<file path="src/rtl/vga_timing_pkg.sv">
// Shared raster timing definitions for the VGA scan generator.
// The DEF_* values describe the standard 640x480 @ 60 Hz mode driven from a
// 50 MHz system clock; the top level takes them as parameter defaults.
package vga_timing_pkg;

    typedef logic [9:0] coord_t;

    localparam int DEF_CLK_DIV   = 2;

    localparam int DEF_H_VISIBLE = 640;
    localparam int DEF_H_FP      = 16;
    localparam int DEF_H_SYNC    = 96;
    localparam int DEF_H_BP      = 48;
    localparam int DEF_H_TOTAL   = DEF_H_VISIBLE + DEF_H_FP + DEF_H_SYNC + DEF_H_BP;

    localparam int DEF_V_VISIBLE = 480;
    localparam int DEF_V_FP      = 10;
    localparam int DEF_V_SYNC    = 2;
    localparam int DEF_V_BP      = 33;
    localparam int DEF_V_TOTAL   = DEF_V_VISIBLE + DEF_V_FP + DEF_V_SYNC + DEF_V_BP;

endpackage

</file>
<file path="src/rtl/mod_counter.sv">
// Modulo-N up-counter with a count-enable, a synchronous clear and a wrap
// pulse. The wrap pulse is asserted while the counter sits on its last value
// and is enabled, so it can directly enable the next counter in a chain.
module mod_counter #(
    parameter int WIDTH   = 10,
    parameter int MODULUS = 800
) (
    input  logic             clk,
    input  logic             rst,
    input  logic             ce,
    input  logic             clr,
    output logic [WIDTH-1:0] count,
    output logic             wrap
);

    localparam logic [WIDTH-1:0] LAST = WIDTH'(MODULUS - 1);

    // Wrap is a combinational pulse qualified by the enable.
    assign wrap = ce && (count == LAST);

    // Count 0..MODULUS-1, returning to zero after the last value.
    always_ff @(posedge clk or posedge rst) begin
        if (rst) begin
            count <= '0;
        end else if (clr) begin
            count <= '0;
        end else if (ce) begin
            count <= wrap ? '0 : count + WIDTH'(1);
        end
    end

endmodule

</file>
<file path="src/rtl/vga_scan_gen.sv">
// Raster timing source: pixel enable, DrawX/DrawY, hs/vs (active low),
// blank_n, a once-per-frame strobe and an 8-bit frame counter.
// Build option: VGA_SYNC_DELAY_EN delays hs, vs and blank_n by one pixel
// period so they line up with a registered RGB stage.
module vga_scan_gen
    import vga_timing_pkg::*;
#(
    parameter int CLK_DIV   = DEF_CLK_DIV,
    parameter int H_VISIBLE = DEF_H_VISIBLE,
    parameter int H_FP      = DEF_H_FP,
    parameter int H_SYNC    = DEF_H_SYNC,
    parameter int H_BP      = DEF_H_BP,
    parameter int V_VISIBLE = DEF_V_VISIBLE,
    parameter int V_FP      = DEF_V_FP,
    parameter int V_SYNC    = DEF_V_SYNC,
    parameter int V_BP      = DEF_V_BP
) (
    input  logic       Clk,
    input  logic       Reset,
    output logic       pixel_ce,
    output logic [9:0] DrawX,
    output logic [9:0] DrawY,
    output logic       hs,
    output logic       vs,
    output logic       blank_n,
    output logic       sync_n,
    output logic       frame_start,
    output logic [7:0] frame_cnt
);

    localparam int H_TOTAL = H_VISIBLE + H_FP + H_SYNC + H_BP;
    localparam int V_TOTAL = V_VISIBLE + V_FP + V_SYNC + V_BP;
    localparam int DIV_W   = (CLK_DIV > 1) ? $clog2(CLK_DIV) : 1;

    localparam logic [DIV_W-1:0] DIV_LAST = DIV_W'(CLK_DIV - 1);
    localparam coord_t H_VIS_END = coord_t'(H_VISIBLE);
    localparam coord_t HS_START  = coord_t'(H_VISIBLE + H_FP);
    localparam coord_t HS_END    = coord_t'(H_VISIBLE + H_FP + H_SYNC);
    localparam coord_t V_VIS_END = coord_t'(V_VISIBLE);
    localparam coord_t VS_START  = coord_t'(V_VISIBLE + V_FP);
    localparam coord_t VS_END    = coord_t'(V_VISIBLE + V_FP + V_SYNC);

    logic [DIV_W-1:0] div_cnt;
    logic             div_wrap;
    coord_t           x_cnt, y_cnt;
    coord_t           x_next, y_next;
    logic             h_wrap, v_wrap;
    logic             hs_r, vs_r, blank_r;
    logic             frame_hit;

    mod_counter #(.WIDTH(DIV_W), .MODULUS(CLK_DIV)) u_div (
        .clk(Clk), .rst(Reset), .ce(1'b1), .clr(1'b0),
        .count(div_cnt), .wrap(div_wrap)
    );

    // The horizontal counter is chained on the divider wrap, which is the
    // same instant as pixel_ce.
    mod_counter #(.WIDTH(10), .MODULUS(H_TOTAL)) u_hcnt (
        .clk(Clk), .rst(Reset), .ce(div_wrap), .clr(1'b0),
        .count(x_cnt), .wrap(h_wrap)
    );

    mod_counter #(.WIDTH(10), .MODULUS(V_TOTAL)) u_vcnt (
        .clk(Clk), .rst(Reset), .ce(h_wrap), .clr(1'b0),
        .count(y_cnt), .wrap(v_wrap)
    );

    assign pixel_ce = (div_cnt == DIV_LAST);
    assign DrawX    = x_cnt;
    assign DrawY    = y_cnt;
    assign sync_n   = 1'b0;

    // Coordinates the counters will hold after the coming pixel edge; only
    // meaningful while pixel_ce is high.
    assign x_next    = h_wrap ? '0 : x_cnt + coord_t'(1);
    assign y_next    = v_wrap ? '0 : (h_wrap ? y_cnt + coord_t'(1) : y_cnt);
    assign frame_hit = pixel_ce && (x_next == '0) && (y_next == V_VIS_END);

    // Decode sync/blank from the next coordinates so they switch on the
    // same edge as DrawX/DrawY.
    always_ff @(posedge Clk or posedge Reset) begin
        if (Reset) begin
            hs_r    <= 1'b1;
            vs_r    <= 1'b1;
            blank_r <= 1'b1;
        end else if (pixel_ce) begin
            hs_r    <= !((x_next >= HS_START) && (x_next < HS_END));
            vs_r    <= !((y_next >= VS_START) && (y_next < VS_END));
            blank_r <= (x_next < H_VIS_END) && (y_next < V_VIS_END);
        end
    end

    // Frame strobe and counter, both tied to entry into vertical blank.
    always_ff @(posedge Clk or posedge Reset) begin
        if (Reset) begin
            frame_start <= 1'b0;
            frame_cnt   <= 8'd0;
        end else begin
            frame_start <= frame_hit;
            if (frame_hit) begin
                frame_cnt <= frame_cnt + 8'd1;
            end
        end
    end

`ifdef VGA_SYNC_DELAY_EN
    logic hs_d, vs_d, blank_d;

    // One extra pixel of lag on sync and blank to match a registered RGB path.
    always_ff @(posedge Clk or posedge Reset) begin
        if (Reset) begin
            hs_d    <= 1'b1;
            vs_d    <= 1'b1;
            blank_d <= 1'b1;
        end else if (pixel_ce) begin
            hs_d    <= hs_r;
            vs_d    <= vs_r;
            blank_d <= blank_r;
        end
    end

    assign hs      = hs_d;
    assign vs      = vs_d;
    assign blank_n = blank_d;
`else
    assign hs      = hs_r;
    assign vs      = vs_r;
    assign blank_n = blank_r;
`endif

endmodule
</file>
<file path="config.mk">
export PLATFORM = sky130hd
export DESIGN_NAME = vga_scan_gen
export DESIGN_NICKNAME = d
export VERILOG_FILES = /design/src/rtl/vga_timing_pkg.sv /design/src/rtl/mod_counter.sv /design/src/rtl/vga_scan_gen.sv
export SDC_FILE = /design/constraint.sdc
export NUM_CORES = 1
export LEC_CHECK = 0
export ABC_CLOCK_PERIOD_IN_PS = 3450
export CAP_MARGIN = 20
export CORE_ASPECT_RATIO = 0.6
export CORE_MARGIN = 2
export CORE_UTILIZATION = 50
export CTS_BUF_LIST = sky130_fd_sc_hd__clkbuf_8
export CTS_CLUSTER_SIZE = 30
export DETAILED_ROUTE_END_ITERATION = 10
export PLACE_DENSITY = 0.83
export SYNTH_ARGS = -nofsm -noshare
export SYNTH_HDL_FRONTEND = slang
export SYNTH_SLANG_ARGS = --single-unit
</file>
<file path="constraint.sdc">
create_clock -name Clk -period 3.45 [get_ports Clk]
set_input_delay 0.5175 -clock Clk [delete_from_list [all_inputs] [get_ports Clk]]
set_output_delay 0.5175 -clock Clk [all_outputs]
set_load 0.1 [all_outputs]
</file>
# [Yosys cells after proc, flatten, opt, wreduce, memory -nomap -nowiden]
# Index checks and enable logic that the tools add are counted.
[totals] word_cells=36 input_bits=2 regBits=33 output_inout_bits=34
[classes] n_reduce_logical=10 eq_ne=3 order_cmp=6 n_addsub=4 muxes=5
[op_table] cell="two-way mux 10 bit" n=4
[op_table] cell="adder 10 x 1 -> 10 bit (second input constant)" n=2
[op_table] cell="== test 10 bit (second input constant)" n=2
[op_table] cell="less-than comparator 10 bit (second input constant)" n=2
[op_table] cell="less-than comparator 10 x 9 -> 1 bit (second input constant)" n=2
[op_table] cell="== test 10 x 9 -> 1 bit (second input constant)" n=1
[op_table] cell=">= comparator 10 bit (second input constant)" n=1
[op_table] cell=">= comparator 10 x 9 -> 1 bit (second input constant)" n=1
[op_table] cell="zero test 10 bit" n=1
[op_table] cell="adder 8 x 1 -> 8 bit (second input constant)" n=1
[op_table] cell="logical AND 1 bit" n=7
[op_table] cell="zero test 1 bit" n=2
[op_table] cell="adder 1 bit (second input constant)" n=1
[op_table] cell="two-way mux 1 bit" n=1

# [Depth between registers and ports, before layout]
# Gate-level depths: netlist of run 1.
[logic_depth] depth_word=7 ltp_mapped=10

# [By module]
# A second synthesis of run 1 with hierarchy kept.
[hier_totals] cells_unflattened=264 hier_area_um2=2329.7
[modules_own_cells] module="vga_scan_gen" seq_area_each_um2=304.0 area_each_um2=1156.1 instances=1 cells_per_inst=145
[modules_own_cells] module="mod_counter (u_vcnt)" seq_area_each_um2=250.2 area_each_um2=574.3 instances=1 cells_per_inst=58
[modules_own_cells] module="mod_counter (u_hcnt)" seq_area_each_um2=250.2 area_each_um2=550.5 instances=1 cells_per_inst=56
[modules_own_cells] module="mod_counter (u_div)" seq_area_each_um2=25.0 area_each_um2=48.8 instances=1 cells_per_inst=5

# [Least setup slack after synthesis of run 1]
# Ideal clock, no wire load.
[synth_timing] path_kind="register to register" from="register u_hcnt.count[1]" to="register frame_cnt[4]" setup_ns=0.159 synth_period_minus_slack_ns=3.377 n_path_buf=0 arrival_ns=3.218 required_time_ns=3.291 stages_incl_launch_ff=9 slack_ns=0.073 cell_sequence="dfrtp_1 ha_1 nand4_1 nor4_1 xnor2_1 a31oi_2 nor4_4 nand4_1 xnor2_1"
[synth_via] elab_chain_cells=6
[synth_rtl] element="start, declared" line_no="mod_counter.sv:12" source="output logic [WIDTH-1:0] count,"
[synth_rtl] element="start signal, assigned" line_no="mod_counter.sv:28" source="count <= wrap ? '0 : count + WIDTH'(1);"
[synth_rtl] element="parallel branches: the longest is 5 deep, another holds adder 10 x 1 -> 10 bit"
[synth_rtl] element="logical AND 1 bit *" line_no="vga_scan_gen.sv:77" source="assign frame_hit = pixel_ce && (x_next == '0) && (y_next == V_VIS_END);"
[synth_rtl] element="named net frame_hit" line_no="vga_scan_gen.sv:49" source="logic frame_hit;"
[synth_rtl] element="end signal, assigned" line_no="vga_scan_gen.sv:101" source="frame_cnt <= frame_cnt + 8'd1;"
[synth_rtl] element="end, declared" line_no="vga_scan_gen.sv:28" source="output logic [7:0] frame_cnt"
# Mark *: on every way through the listed nets, which the timed path passes.
# A chain may end at the register's enable or synchronous reset.

# [Final worst setup path of run 1]
[layout_timing] from="register u_hcnt.count[1]" to="register frame_cnt[1]"
# Same word-level chain as after synthesis.

==> impl_metrics.toml, run 1 <==
[run_status]
status = "finished, final reports clean"

[timing]
drv_slew = 0
setup_viol = 0
period_share = 0.9115
grt_setup_unrepaired = "no"
clock.fmax_ghz = 0.3180
final-hold-violation-count = 0
skew_ns = 0.005405
worst_pin_slew_ns = 0.9735
setup_tns_ns = 0
slew_headroom = 0.3490
layout_min_cycle_time_ns = 3.145

[clocking]
cts-resized-gates = 0
cts.clk_slew.worst_paths_ns = 0.07
clk_path_buf_depth = 2
cts_tree = "yes"
clk_latency_ns = 0.28
cts-buffers-inserted = 5
cts-hold-fix-buffers = 0
cts_root_buf = "clkbuf_8"
post-cts-setup-buffer-count = 0
cts_max_level = 2
cts.sinks = 33

[power_and_ir_drop]
ir_worst_vdd_v = 0.0002649
powerDensity_mw_per_mm2 = 293.0
total_leakage_power_nw = 0.9878
total_power_w = 0.0007274

[worst_setup_path]
rr_worst_depth = 7
r2r_start = "u_hcnt.count[1]$_DFFE_PP0P_"
path_class = "reg -> reg"
endpoint_kind = "flip-flop"
crit_required_ns = 3.61
cp_max_fo = 13
reg2reg_to = "frame_cnt[1]$_DFFE_PP0P_"
r2r_slack_ns = 0.31
worstSetupStartpointType = "flip-flop"
crit_arrival_ns = 3.31

[synth]
synthTopCellsByCount = "dfrtp_1 (30), nand2_1 (22), xnor2_1 (19)"
synthCells = 213
yosysTopAreaCell = "dfrtp_1"
ys_ff_latch = 33
synth.mux.area_fraction = 0.01047
synth_flop_cell = "dfrtp_1"
netlist_area_mm2 = 0.002032
synth.distinct_cells = 60
synth_compound_area_frac = 0.1564
ys_warn_count = 0
yosys.cell_count.top_type = "dfrtp_1"
synth-simple-area-share = 0.2531
yosys-top-cells-area = "dfrtp_1 (37%), xnor2_1 (8.2%), nand2_1 (4.1%)"
synth_edf_count = 0
synth_nets = 219
yosys.area.top_type_share = 0.3695
async_flop_share = 1.000
synthXorXnorAreaFrac = 0.09483
ys_seq_area_frac = 0.4083
syn_avg_cell_area_um2 = 9.540
synth_top_family_by_area = "simple AND/OR/NAND/NOR gates"
synthAdderAreaFrac = 0.02463

[min_path]
min_path_type = "reg -> reg"
hp-start = "frame_cnt[7]$_DFFE_PP0P_"
whs_endpoint = "frame_cnt[7]$_DFFE_PP0P_"
holdPathStages = 1

[detailed_routing]
via_count = 1811
postRouteWirelength_um = 4978
drt_iter0_drc = 183
post_drt_wl_per_cell_um = 16.93
drc = 0
vias_per_cell = 6.160
drtPass1Iterations = 4
ant_nets = 0

[die]
core_area_mm2 = 0.003786
rows = 17
die_area_mm2 = 0.004607
io_pins = 36
die_y_um = 53.38
initial_core_util = 0.5367
die_w_um = 86.30

[grt]
antenna_found_initial = 0
grt_first_pass_wirelength_um = 8004
grt_pass1_vias = 1592
grt_max_degree = 34
grt_use_total = 0.2303
grt_overflow = 0

[job]
maxCapViolCount = 0

[placed_design]
gp_congestion = 0.9007
place_area_mm2 = 0.002381
numPortBuffers = 34
dp_hpwl_um = 3656

[layout]
final_area_mm2 = 0.002482
drive_gt1_frac = 0.1255
fin_nets = 252
syn2layout_area_growth_pct = 22.17
antenna_cells = 0
nFillCells = 320
state kept, by name, summed over array words and instances (netlist names):
register	count
vs	1
u_vcnt.count	10
hs	1
frame_cnt	8
u_hcnt.count	10
blank_n	1
frame_start	1
u_div.count	1
cell usage in the layout (no fill, tap or decap), drive strengths merged, types with 2 or more instances in the layout:
| cell type | netlist | routed |
|---|---|---|
| a21oi | 7 | 7 |
| clkdlybuf4s50 | 0 | 28 |
| and2 | 3 | 3 |
| nor2 | 9 | 9 |
| dfstp | 3 | 3 |
| nor3 | 4 | 4 |
| nor4 | 6 | 6 |
| clkbuf | 2 | 7 |
| o21ai | 6 | 6 |
| nand4 | 7 | 7 |
| o22ai | 3 | 3 |
| ha | 4 | 4 |
| o31ai | 4 | 4 |
| nand2 | 22 | 22 |
| nor3b | 2 | 2 |
| xor2 | 3 | 3 |
| buf | 10 | 10 |
| dfrtp | 30 | 30 |
| inv | 10 | 10 |
| and3 | 6 | 6 |
| nand4b | 4 | 4 |
| a31oi | 4 | 4 |
| nand3 | 11 | 11 |
| or2 | 4 | 4 |
| o211ai | 3 | 3 |
| xnor2 | 19 | 19 |
| a221oi | 2 | 2 |
worst max-delay path, cell delays in order, from the launching register on:
cell	delay (ns)
dfrtp_1	0.45
ha_1	0.29
and4_1	0.34
nand3_2	0.32
a2111oi_0	0.50
nand4_1	0.21
nor4_4	0.54
mux2_1	0.37
metal layers:
metal  up-vias  track usage  wire [um]
met5         -            0          0
li1        846            -          -
met1       868       0.3572       2432
met3         4      0.05772        430
met4         0      0.04427         16
met2        93       0.3191       2099
per-stage QoR:
stage,setup WS [ns],std cells,util,hold slack (ns)
final,0.3052,294,0.6557,0.4718
after global routing,0.09824,294,0.6557,0.5054
after CTS,0.3486,294,0.6557,0.4801
after detailed placement,0.3728,286,0.6289,0.4707
after global placement,0.5208,286,0.6289,0.4663
after floorplan,0.07268,213,-,0.6442
kinds of logic after synthesis:
group / Yosys count
AO/OA/AOI/OAI: 42
XOR/XNOR: 22
adder cells (fa/ha/maj): 4
buffers and inverters: 22
flip-flops: 33
multiplexers: 2
other: 1
AND/OR/NAND/NOR: 87
area by class of cell:
type	instances	area (um2)	area share
clock buffer	7	96.34	0.03881
clock inverter	1	5.005	0.002016
inverter	10	37.54	0.01512
multi-input combinational	158	1100	0.4430
sequential	33	829.5	0.3342
tap	47	58.81	0.02369
timing repair buffer	38	355.3	0.1431
how the worst max path moves through the flow:
| stage | endpoint | start | slack [ns] |
|---|---|---|---|
| floorplan | frame_cnt[4]$_DFFE_PP0P_ | u_hcnt.count[1]$_DFFE_PP0P_ | 0.07 |
| global placement | frame_cnt[1]$_DFFE_PP0P_ | u_hcnt.count[1]$_DFFE_PP0P_ | 0.52 |
| detailed placement | frame_cnt[1]$_DFFE_PP0P_ | u_hcnt.count[1]$_DFFE_PP0P_ | 0.37 |
| CTS | frame_cnt[1]$_DFFE_PP0P_ | u_hcnt.count[1]$_DFFE_PP0P_ | 0.35 |
| global route | frame_cnt[7]$_DFFE_PP0P_ | u_hcnt.count[1]$_DFFE_PP0P_ | 0.1 |
| finish | frame_cnt[1]$_DFFE_PP0P_ | u_hcnt.count[1]$_DFFE_PP0P_ | 0.31 |
where the power goes:
group          switching [W]  leakage (nW)  internal [W]
Combinational      0.0000124         0.497    0.00000181
Clock               0.000146        0.0542      0.000180
Sequential                 0         0.436      0.000387
No activity file was read; power rests on OpenSTA's default activity.
==> run 2, diff against run 1 <==
--- a/config.mk
+++ b/config.mk
@@ -7,13 +7,13 @@
 export LEC_CHECK = 0
 export ABC_CLOCK_PERIOD_IN_PS = 3450
 export CAP_MARGIN = 20
-export CORE_ASPECT_RATIO = 0.6
+export CORE_ASPECT_RATIO = 0.75
 export CORE_MARGIN = 2
 export CORE_UTILIZATION = 50
 export CTS_BUF_LIST = sky130_fd_sc_hd__clkbuf_8
 export CTS_CLUSTER_SIZE = 30
 export DETAILED_ROUTE_END_ITERATION = 10
-export PLACE_DENSITY = 0.83
+export PLACE_DENSITY = 0.86
 export SYNTH_ARGS = -nofsm -noshare
 export SYNTH_HDL_FRONTEND = slang
 export SYNTH_SLANG_ARGS = --single-unit
==> impl_metrics.toml, run 2 (synthesis gave the netlist of run 1 again) <==
[run_status]
status = "finished, final reports clean"

[die]
core_area_mm2 = 0.003979
die_area_mm2 = 0.004595
rows = 20
initial_core_util = 0.5107
die_y_um = 59.21
die_w_um = 77.61
io_pins = 36

[clocking]
cts-hold-fix-buffers = 0
cts_root_buf = "clkbuf_8"
clk_path_buf_depth = 2
cts.clk_slew.worst_paths_ns = 0.07
cts_max_level = 2
cts-buffers-inserted = 5
cts_tree = "yes"
clk_latency_ns = 0.29
post-cts-setup-buffer-count = 0
cts.sinks = 33

[placed_design]
place_ws_ns = 0.3239
gp_congestion = 0.9744
numPortBuffers = 34
dp_hpwl_um = 3501
placed_cells = 293

[detailed_routing]
via_count = 1807
drc = 0
ant_nets = 0
drt_iter0_drc = 251
drtPass1Iterations = 4
vias_per_cell = 6.003
postRouteWirelength_um = 4985
post_drt_wl_per_cell_um = 16.56

[power_and_ir_drop]
total_leakage_power_nw = 0.9700
powerDensity_mw_per_mm2 = 279.8
ir_worst_vdd_v = 0.0001575

[worst_setup_path]
rr_worst_depth = 8
crit_arrival_ns = 3.32
reg2reg_to = "frame_cnt[5]$_DFFE_PP0P_"
crit_required_ns = 3.63
worstSetupStartpointType = "flip-flop"
path_class = "reg -> reg"
cp_max_fo = 13
r2r_start = "u_hcnt.count[1]$_DFFE_PP0P_"
endpoint_kind = "flip-flop"
r2r_slack_ns = 0.32

[timing]
fin_ws_ns = 0.3169
clock.fmax_ghz = 0.3192
slew_headroom = 0.3493
drv_slew = 0
period_share = 0.9082
setup_tns_ns = 0
timing.hold.ws_ns = 0.4788
final-hold-violation-count = 0
grt_setup_unrepaired = "no"
worst_pin_slew_ns = 0.9730
layout_min_cycle_time_ns = 3.133
skew_ns = 0.005535
setup_viol = 0

[layout]
multi_input_area_mm2 = 0.001106
nFillCells = 333
fin_util = 0.6230
mostFrequentLayoutCells = "dfrtp_1 (30), clkdlybuf4s50_1 (29), nand2_1 (22), xnor2_1 (19)"
syn2layout_area_growth_pct = 21.98
fin_nets = 251
final_cells = 301
drive_gt1_frac = 0.1220
ff_latch_area_um2 = 829.5
antenna_cells = 0
top_regs = "u_hcnt.count (10), u_vcnt.count (10), frame_cnt (8)"
final_common_cell = "dfrtp_1"

[grt]
grt_use_total = 0.2423
grt_max_degree = 34
grt_overflow = 0
grt_pass1_vias = 1744
antenna_found_initial = 0
grt_first_pass_wirelength_um = 8528

[job]
maxCapViolCount = 0

[min_path]
min_path_type = "reg -> reg"
hp-start = "frame_cnt[7]$_DFFE_PP0P_"
holdPathStages = 1
whs_endpoint = "frame_cnt[7]$_DFFE_PP0P_"
## run 2: cell count changes in the layout (fill, tap and decap cells not counted)
cell             change
nor4_2               +1
buf_4                -2
clkbuf_8             -2
clkdlybuf4s50_1      +1
nor4_1               -1
clkinvlp_4           +1
clkinv_2             +1
## run 2: per-layer routing
metal	vias to the layer above	share of wire	track usage
met2	77	0.42	0.3461
met5	-	0	0
met3	9	0.074	0.05793
met1	874	0.49	0.3579
li1	847	-	-
met4	0	0.012	0.09184
## run 2: how the worst max path moves through the flow
stage | startpoint | cells past startpoint | to | slack [ns]
6_report | u_hcnt.count[1]$_DFFE_PP0P_ | 8 | frame_cnt[5]$_DFFE_PP0P_ | 0.32
5_1_grt | u_hcnt.count[1]$_DFFE_PP0P_ | 8 | frame_cnt[4]$_DFFE_PP0P_ | 0.005
3_5_place_dp | u_hcnt.count[1]$_DFFE_PP0P_ | 8 | frame_cnt[5]$_DFFE_PP0P_ | 0.32
4_1_cts | u_hcnt.count[1]$_DFFE_PP0P_ | 8 | frame_cnt[5]$_DFFE_PP0P_ | 0.31
2_1_floorplan | u_hcnt.count[1]$_DFFE_PP0P_ | 8 | frame_cnt[4]$_DFFE_PP0P_ | 0.07
3_3_place_gp | u_hcnt.count[1]$_DFFE_PP0P_ | 7 | frame_cnt[1]$_DFFE_PP0P_ | 0.45
## run 2: area by class of cell
| class | instances | share of cell area |
|---|---|---|
| repair buffers | 37 | 0.1413 |
| multi-input cells | 158 | 0.4462 |
| clock inverters | 3 | 0.007067 |
| flip-flops and latches | 33 | 0.3347 |
| clock buffers | 5 | 0.02776 |
| inverters | 10 | 0.01514 |
| well taps | 55 | 0.02776 |
## run 2: what timing repair did
item | 4_1_cts | 5_1_grt
endpoints found under the setup margin | 0 | 4
endpoints found under the hold margin | 0 | 0
gates resized for setup | 0 | 1
## run 2: stage by stage
stage	total power, W	area, um2
6_report	0.0006935	2479
5_1_grt	0.0007191	2479
4_1_cts	0.0006942	2472
3_5_place_dp	0.0004087	2386
3_3_place_gp	0.0004085	2386
2_1_floorplan	0.0004054	2032
## run 2: critical path: stages (launching register included)
cell and delay, ns:
dfrtp_1 0.45, ha_1 0.30, and4_1 0.31, nand3_2 0.31, a2111oi_0 0.52, nand4_1 0.21
nor4_4 0.53, nand4_1 0.22, xnor2_1 0.17
## run 2: report_power, final
part | switching [W] | internal (W)
registers | 0 | 0.000387
logic | 0.0000122 | 0.00000181
clock network | 0.000153 | 0.000139
==> run 3, diff against run 2 <==
--- a/config.mk
+++ b/config.mk
@@ -5,6 +5,7 @@
 export SDC_FILE = /design/constraint.sdc
 export NUM_CORES = 1
 export LEC_CHECK = 0
+export ABC_AREA = 1
 export ABC_CLOCK_PERIOD_IN_PS = 3450
 export CAP_MARGIN = 20
 export CORE_ASPECT_RATIO = 0.75
@@ -13,7 +14,8 @@
 export CTS_BUF_LIST = sky130_fd_sc_hd__clkbuf_8
 export CTS_CLUSTER_SIZE = 30
 export DETAILED_ROUTE_END_ITERATION = 10
-export PLACE_DENSITY = 0.86
+export MAX_ROUTING_LAYER = met4
+export PLACE_DENSITY = 0.85
 export SYNTH_ARGS = -nofsm -noshare
 export SYNTH_HDL_FRONTEND = slang
 export SYNTH_SLANG_ARGS = --single-unit
==> impl_metrics.toml, run 3 <==
[run_status]
status = "finished, final reports clean"

[layout]
top_regs = "u_hcnt.count (10), u_vcnt.count (10), frame_cnt (8)"
fin_nets = 359
antenna_cells = 0
mostFrequentLayoutCells = "nand2_1 (93), inv_1 (37), nand3_1 (33), clkdlybuf4s50_1 (31), dfrtp_1 (30)"
syn2layout_area_growth_pct = 19.83
drive_gt1_frac = 0.1215
nFillCells = 411
final_common_cell = "nand2_1"

[worst_setup_path]
crit_family = "buffers and inverters"
crit_arrival_ns = 2.04
endpoint_kind = "output pin"
critPathMaxStageDelay_ns = 1.21
worstSetupStartpointType = "flip-flop"
crit_buf_inv = 1
startpoint = "u_hcnt.count[0]$_DFFE_PP0P_"
path_class = "reg -> out"
cp_max_fo = 12
cp_slowest_cell = "clkdlybuf4s50_1"
crit_required_ns = 2.93
path_cells = "clkdlybuf4s50_1"
r2r_start = "u_hcnt.count[0]$_DFFE_PP0P_"

[die]
io_pins = 36
initial_core_util = 0.5145
die_w_um = 81.82
rows = 21
die_y_um = 62.37
core_area_mm2 = 0.004414
die_area_mm2 = 0.005103

[synth]
synth_nets = 324
yosys.cell_count.top_type = "nand2_1"
synthTopCellsByCount = "nand2_1 (93), inv_1 (35), nand3_1 (33)"
yosys.area.top_type_share = 0.3306
ys_ff_latch = 33
yosys-top-cells-area = "dfrtp_1 (33%), nand2_1 (15%), nand3_1 (7.3%)"
synth_edf_count = 0
synthCells = 318
netlist_area_mm2 = 0.002271
synth.distinct_cells = 29
async_flop_share = 1.000
yosysTopAreaCell = "dfrtp_1"
synth_flop_cell = "dfrtp_1"
ys_warn_count = 0
ys_seq_area_frac = 0.3653
syn_avg_cell_area_um2 = 7.141

[detailed_routing]
post_drt_wl_per_cell_um = 13.07
vias_per_cell = 5.314
drtPass1Iterations = 5
via_count = 2184
postRouteWirelength_um = 5370
drc = 0
ant_nets = 0
drt_iter0_drc = 191

[placed_design]
gp_congestion = 0.9159
place_ws_ns = 1.108
numPortBuffers = 34
dp_hpwl_um = 4145

[power_and_ir_drop]
switchingPower_w = 0.0001540
combPwrFrac = 0.021
total_leakage_power_nw = 1.376
p_sw_frac = 0.2271
powerDensity_mw_per_mm2 = 249.3
p_clk_frac = 0.409
pwr-share-seq = 0.571
ir_worst_vdd_v = 0.0001889
p_int_w = 0.0005243

[timing]
skew_ns = 0.005072
layout_min_cycle_time_ns = 2.557
grt_setup_unrepaired = "no"
period_share = 0.7411
final-hold-violation-count = 0
timing.hold.ws_ns = 0.4932
fin_ws_ns = 0.8932
slew_headroom = 0.3519
clock.fmax_ghz = 0.3911
worst_pin_slew_ns = 0.9691
setup_viol = 0
drv_slew = 0
setup_tns_ns = 0

[min_path]
hp-start = "vs$_DFFE_PP1P_"
min_path_type = "reg -> reg"

[grt]
grt_first_pass_wirelength_um = 9563
grt_max_degree = 25
grt_overflow = 0
grt_pass1_vias = 2000
grt_use_total = 0.2492
antenna_found_initial = 0

[job]
maxCapViolCount = 0

[clocking]
post-cts-setup-buffer-count = 0
cts-resized-gates = 0
cts-hold-fix-buffers = 0
cts.clk_slew.worst_paths_ns = 0.07
cts_max_level = 2
cts_root_buf = "clkbuf_8"
clk_latency_ns = 0.29
cts-buffers-inserted = 5
cts.sinks = 33
clk_path_buf_depth = 2
cts_tree = "yes"
==> run 3: changes by cell type after synthesis, moves of 6 or more <==
cell	before	now
o21ai_0	6	15
inv_1	10	35
xnor2_1	19	4
nand4_1	7	20
and3_1	6	0
nand3_1	10	33
nor2_2	0	7
nor2_1	9	29
inv_2	0	6
nand2_1	22	93
==> run 3: path summary, 6_finish.rpt <==
kind,to,slack [ns],depth (start not counted)
hold reg to reg,vs$_DFFE_PP1P_,0.49,2
hold / removal,vs$_DFFE_PP1P_,0.49,2
min in group asynchronous,u_vcnt.count[2]$_DFFE_PP0N_,0.66,2
setup / recovery,DrawX[0],0.89,1
max in group asynchronous,blank_n$_DFFE_PP1P_,2.05,3
setup reg to reg,frame_cnt[7]$_DFFE_PP0P_,1.10,12
==> run 3: final cells by class <==
cell class              instances  area, um2  area share
inverters                      44      165.2     0.06069
well taps                      57      71.32     0.02621
flip-flops and latches         33      829.5      0.3048
multi-input cells             234       1234      0.4533
clock inverters                 3      12.51    0.004598
repair buffers                 35      340.3      0.1251
clock buffers                   5      68.82     0.02529
==> run 3: metrics by stage <==
| step | std cells | utilization | power (W) | area, um2 |
|---|---|---|---|---|
| final | 411 | 0.6165 | 0.0006784 | 2721 |
| after global routing | 411 | 0.6165 | 0.0007134 | 2721 |
| after CTS | 411 | 0.6165 | 0.0006865 | 2721 |
| after detailed placement | 403 | 0.5981 | 0.0004089 | 2640 |
| after global placement | 403 | 0.5981 | 0.0004089 | 2640 |
| after floorplan | 318 | - | 0.0004054 | 2271 |
==> run 3: kinds of logic (layout without fill, tap and decap cells) <==
logic type,Yosys count,in the layout,synth area share
and+or+nand+nor,200,200,0.4380
buffers and inverters,51,87,0.09146
DFF,33,33,0.3653
AOI/OAI and AO/OA,21,21,0.05069
xor gates and xnor gates,8,8,0.03085
adders and majority gates,4,4,0.02204
other,1,1,0.001651
==> run 3: routing by layer <==
layer | track usage | up-vias | share of wire
met5 | - | - | 0
met4 | 0.06250 | 0 | 0.012
met3 | 0.06395 | 9 | 0.081
met2 | 0.3343 | 79 | 0.42
met1 | 0.3738 | 1007 | 0.49
li1 | - | 1089 | -
==> run 3: power by group through the flow <==
stage / Clock (W) / Sequential [W] / Combinational [W]
2_1_floorplan: 0 / 0.000394 / 0.0000113
3_3_place_gp: 0 / 0.000394 / 0.0000147
3_5_place_dp: 0 / 0.000394 / 0.0000148
4_1_cts: 0.000285 / 0.000387 / 0.0000148
5_1_grt: 0.000311 / 0.000387 / 0.0000161
6_report: 0.000277 / 0.000387 / 0.0000140
==> run 3: worst reg2reg max path, cell delays in order, from the launching register on <==
cell and delay, ns:
dfrtp_1 0.54, ha_1 0.32, nand2_4 0.10, nor2_8 0.16, nand3_2 0.16, nand3_1 0.24, nand2_1 0.08, inv_1 0.06
nand3_1 0.10, nor2_4 0.20, nand3_4 0.14, nand2_1 0.08, nand2_1 0.05
